--- src/rtl/operand_loader_4.sv ---
// -----------------------------------------------------------------------------
// operand_loader_4
//   Write side of a 4-way operand bank. Three raw push-button inputs (two select
//   buttons and one load button) are each synchronised, debounced and turned into
//   a single-cycle press pulse. The select presses toggle the bits of a 2-bit
//   bank select. A load press writes the switch value din_i into the register
//   chosen by the select value that was current before the edge.
//
// Ports
//   clk_i       in   1      system clock, rising edge
//   rst_ni      in   1      asynchronous active-low reset
//   btn_i       in   2      raw active-high select buttons, btn_i[i] toggles sel_o[i]
//   load_i      in   1      raw active-high load button
//   din_i       in   WIDTH  value to load (static switches, not synchronised)
//   sel_o       out  2      bank select, 00->A 01->B 10->C 11->D
//   a_o..d_o    out  WIDTH  operand registers
//   wr_pulse_o  out  1      high for one cycle after a register was written
// -----------------------------------------------------------------------------
module operand_loader_4 #(
  parameter int WIDTH           = 10,
  parameter int DEBOUNCE_CYCLES = 500000,
  parameter int CNT_W           = 19
) (
  input  logic             clk_i,
  input  logic             rst_ni,
  input  logic [1:0]       btn_i,
  input  logic             load_i,
  input  logic [WIDTH-1:0] din_i,
  output logic [1:0]       sel_o,
  output logic [WIDTH-1:0] a_o,
  output logic [WIDTH-1:0] b_o,
  output logic [WIDTH-1:0] c_o,
  output logic [WIDTH-1:0] d_o,
  output logic             wr_pulse_o
);

  localparam int               NCH     = 3;
  localparam logic [CNT_W-1:0] CNT_MAX = CNT_W'(DEBOUNCE_CYCLES - 1);

  // Channel order: [0]=btn_i[0], [1]=btn_i[1], [2]=load_i
  logic [NCH-1:0] raw_in;
  logic [NCH-1:0] press;

  assign raw_in = {load_i, btn_i};

  // ---------------------------------------------------------------------------
  // Identical synchroniser + debouncer + rising-edge pulse per raw input
  // ---------------------------------------------------------------------------
  for (genvar gi = 0; gi < NCH; gi++) begin : g_chan
    logic             sync1_q;
    logic             sync2_q;
    logic             stable_q;
    logic             stable_dly_q;
    logic             press_q;
    logic [CNT_W-1:0] cnt_q;

    always_ff @(posedge clk_i or negedge rst_ni) begin
      if (!rst_ni) begin
        sync1_q      <= 1'b0;
        sync2_q      <= 1'b0;
        stable_q     <= 1'b0;
        stable_dly_q <= 1'b0;
        press_q      <= 1'b0;
        cnt_q        <= '0;
      end else begin
        sync1_q <= raw_in[gi];
        sync2_q <= sync1_q;
        // Any sample matching the accepted level restarts the count, so only an
        // uninterrupted run of DEBOUNCE_CYCLES differing samples is accepted.
        if (sync2_q == stable_q) begin
          cnt_q <= '0;
        end else if (cnt_q == CNT_MAX) begin
          stable_q <= sync2_q;
          cnt_q    <= '0;
        end else begin
          cnt_q <= cnt_q + CNT_W'(1);
        end
        stable_dly_q <= stable_q;
        press_q      <= stable_q & ~stable_dly_q;
      end
    end

    assign press[gi] = press_q;
  end

  logic press_load;
  assign press_load = press[2];

  // ---------------------------------------------------------------------------
  // Select, bank registers and write pulse
  // ---------------------------------------------------------------------------
  logic [1:0]       sel_q;
  logic [1:0]       sel_d;
  logic             wr_pulse_q;
  logic             wr_pulse_d;
  logic [WIDTH-1:0] bank_q [4];
  logic [WIDTH-1:0] bank_d [4];

  // Both select bits may toggle on the same edge (00 -> 11).
  assign sel_d      = sel_q ^ press[1:0];
  assign wr_pulse_d = press_load;

  // The write decode uses sel_q (pre-edge select), so a load and a select press
  // in the same cycle write the old bank while the select moves on.
  for (genvar gi = 0; gi < 4; gi++) begin : g_bank
    assign bank_d[gi] = (press_load && (sel_q == 2'(gi))) ? din_i : bank_q[gi];
  end

  always_ff @(posedge clk_i or negedge rst_ni) begin
    if (!rst_ni) begin
      sel_q      <= 2'b00;
      wr_pulse_q <= 1'b0;
      bank_q     <= '{default: '0};
    end else begin
      sel_q      <= sel_d;
      wr_pulse_q <= wr_pulse_d;
      bank_q     <= bank_d;
    end
  end

  assign sel_o      = sel_q;
  assign wr_pulse_o = wr_pulse_q;
  assign a_o        = bank_q[0];
  assign b_o        = bank_q[1];
  assign c_o        = bank_q[2];
  assign d_o        = bank_q[3];

endmodule
--- config.mk ---
export PLATFORM = sky130hd
export DESIGN_NAME = operand_loader_4
export DESIGN_NICKNAME = d
export VERILOG_FILES = /design/src/rtl/operand_loader_4.sv
export SDC_FILE = /design/constraint.sdc
export NUM_CORES = 1
export LEC_CHECK = 0
export CORE_UTILIZATION = 60
export CTS_CLUSTER_SIZE = 28
export DETAILED_ROUTE_END_ITERATION = 6
export MAX_ROUTING_LAYER = met4
export PLACE_DENSITY_LB_ADDON = 0.1
export SLEW_MARGIN = 0
export SYNTH_ARGS = -nofsm -noshare
export SYNTH_HDL_FRONTEND = slang
export SYNTH_SLANG_ARGS = --single-unit
--- constraint.sdc ---
create_clock -name clk_i -period 3.45 [get_ports clk_i]
set_input_delay 0.69 -clock clk_i [delete_from_list [all_inputs] [get_ports clk_i]]
set_output_delay 0.69 -clock clk_i [all_outputs]
set_load 0.03 [all_outputs]
==> impl_metrics.json <==
{
  "vias": 3485,
  "dieArea_mm2": 0.008642,
  "r2r_slack_ps": 1240,
  "cpMaxStageDelayCell": "clkdlybuf4s50_1",
  "rsz0062_at_grt": "false",
  "seq_area_mm2": 0.002878,
  "routedWlPerCell_um": 17.55,
  "drc": 0,
  "finalWeightedCongestion": 0.8641,
  "crit_buf_inv": 1,
  "cts.sink_count": 115,
  "synth_area_mm2": 0.004965,
  "crit_end": "sel_o[1]",
  "die_w_um": 92.97,
  "syn_to_final_growth_pct": 26.97,
  "cts_buffers": 17,
  "grt_overflow": 0,
  "path_class": "register to output pin",
  "num_rows": 32,
  "syn_nets": 437,
  "r2r-end": "g_chan[2].cnt_q[5]",
  "cts.clk_slew.worst_paths_ps": 60,
  "grt_pass1_wl_um": 17590,
  "ctsHtreeMaxLevel": 4,
  "drt-total-wl_um": 10600,
  "final_cells": 604,
  "ys_ff_latch": 115,
  "synth_ff_type": "dfrtp_1",
  "synthArstFlopShare": 1.000,
  "io_buffers": 57,
  "finalClockSkew_ps": 6.826,
  "grt_pass1_vias": 3558,
  "synth_cell_types": 38,
  "slew_headroom": 0.5279,
  "fin_tns_setup_ps": 0,
  "start_util": 0.6327,
  "drv_slew": 0,
  "path_max_fanout": 6,
  "start_kind": "register",
  "crit_arrival_ps": 1720,
  "fp.dieH_um": 92.97,
  "status": "finished clean",
  "synth_area_leader_cell": "dfrtp_1",
  "drtPass1Iterations": 4,
  "dpl.cell_count": 572,
  "dp_hpwl_um": 6505,
  "root_buffer": "clkbuf_8",
  "cp.required_ps": 2760,
  "ys_seq_area_frac": 0.5796,
  "maxCapViolations": 0,
  "yosys-top-cells-area": "dfrtp_1 (58%), mux2_2 (9.8%), xnor2_1 (6.0%), nor2_1 (3.9%), nand3_1 (2.0%)",
  "crit_start": "sel_o[1]",
  "finalInstanceArea_mm2": 0.006304,
  "slowest_delay_ps": 760,
  "finalCritPeriodShare": 0.6985,
  "cts_tree": "built",
  "worstMarginPinSlew_ps": 708.1,
  "viasPerCell": 5.770,
  "fin_nets": 507,
  "setup_viol": 0,
  "hold_viol": 0,
  "syn_avg_cell_area_um2": 11.85,
  "yosysWarnings": 0,
  "r2r_cells": 4,
  "io_pins": 58,
  "grt_usage": 0.2787,
  "crit_family": "buffers and inverters",
  "max_freq_ghz": 0.4150,
  "clk-insertion-delay-late_ps": 520,
  "grt_max_degree": 59,
  "post_cts_buffers": 0,
  "clockBufferDepth": 2,
  "power_density_mw_per_mm2": 566.0,
  "final_common_cell": "dfrtp_1",
  "drt_iter0_markers": 146,
  "hold_path.class": "input port to async pin",
  "endpoint_kind": "output pin",
  "core_mm2": 0.007848,
  "path_cells": "clkdlybuf4s50_1",
  "min_period_ps": 2410,
  "r2r-start": "g_chan[2].cnt_q[9]",
  "leakage_uw": 0.002619,
  "vdd_ir_drop_max_uv": 379.8,
  "antenna_cells": 0,
  "hold_buffers": 0,
  "cts-resized-gates": 0,
  "cp.depth": 1,
  "synth_enable_flop_cells": 0,
  "fill_cells": 508,
  "final_cell_mix": "dfrtp_1 (115), clkdlybuf4s50_1 (56), nor2_1 (52), mux2_2 (43), xnor2_1 (34)",
  "place_area_mm2": 0.005629,
  "final_antenna_net_count": 0,
  "synthCells": 419,
  "multi_input_area_mm2": 0.001973,
  "grt_antenna_before_repair": 0,
  "synth_top_area_share": 0.5796,
  "post_route_cells_drive_above_1_share": 0.1833
}
==> how the worst min path moves through the flow <==
stage / start / endpoint / slack (ps) / depth (start not counted)
after floorplan: g_chan[0].sync1_q / g_chan[0].sync2_q / 330 / 0
after global placement: g_chan[2].sync1_q / g_chan[2].sync2_q / 330 / 0
after detailed placement: g_chan[2].sync1_q / g_chan[2].sync2_q / 340 / 0
after CTS: rst_ni / b_o[7] / 240 / 1
after global routing: rst_ni / a_o[6] / 270 / 1
final: rst_ni / d_o[7] / 210 / 1
==> routing by layer <==
layer | GRT usage | vias up | part of all wire
li1 | - | 1613 | -
met1 | 0.3304 | 1752 | 0.43
met2 | 0.4626 | 104 | 0.51
met3 | 0.07225 | 16 | 0.044
met4 | 0.09744 | 0 | 0.016
met5 | - | - | 0
==> kinds of logic (layout without fill, tap and decap cells) <==
kind of cell | after synthesis | count (layout) | share of synthesized area
AND/OR/NAND/NOR | 163 | 163 | 0.1764
flip-flops | 115 | 115 | 0.5796
XOR/XNOR | 44 | 44 | 0.07762
multiplexers | 43 | 43 | 0.09753
AO/OA/AOI/OAI | 27 | 27 | 0.03831
buffers and inverters | 24 | 107 | 0.02293
adder cells (fa/ha/maj) | 3 | 3 | 0.007561
==> final cells by class <==
type	count	share of cell area
Timing Repair Buffer	61	0.09488
Clock inverter	9	0.03136
Tap cell	102	0.02025
Multi-Input combinational cell	280	0.3130
Inverter	14	0.008337
Clock buffer	23	0.07563
Sequential cell	115	0.4565
==> cells in the mapped netlist, types with 5 or more instances <==
library cell  count
dfrtp_1         115
nor2_1           52
mux2_2           43
xnor2_1          34
nand3_1          20
nand2_1          17
inv_1            14
a21oi_1          12
nor3_1           12
nand4_1          11
or4_1            10
xor2_1           10
nor4_1            8
or3_1             8
clkbuf_1          5
o21ai_0           5
o31ai_1           5
==> per-stage QoR <==
stage,worst slack (ps),total power [uW],hold slack [ps],utilization
global route,977.1,3665,272.5,0.8033
global placement,1334,1593,334.0,0.7173
floorplan,1436,1503,331.2,-
CTS,1025,3590,242.1,0.8033
detailed placement,1280,1600,335.6,0.7173
finish,1040,3568,214.8,0.8033
==> sequential cells by signal (all words and copies together) (netlist names), 10 cells and up <==
signal        flops
d_o              10
a_o              10
g_chan.cnt_q     57
b_o              10
c_o              10
==> power by group <==
group          internal [uW]  switching, uW  total (uW)
Sequential              1380           23.5        1400
Clock                   1390            596        1990
Combinational           69.5            104         174
No activity file was read; power rests on OpenSTA's default activity.
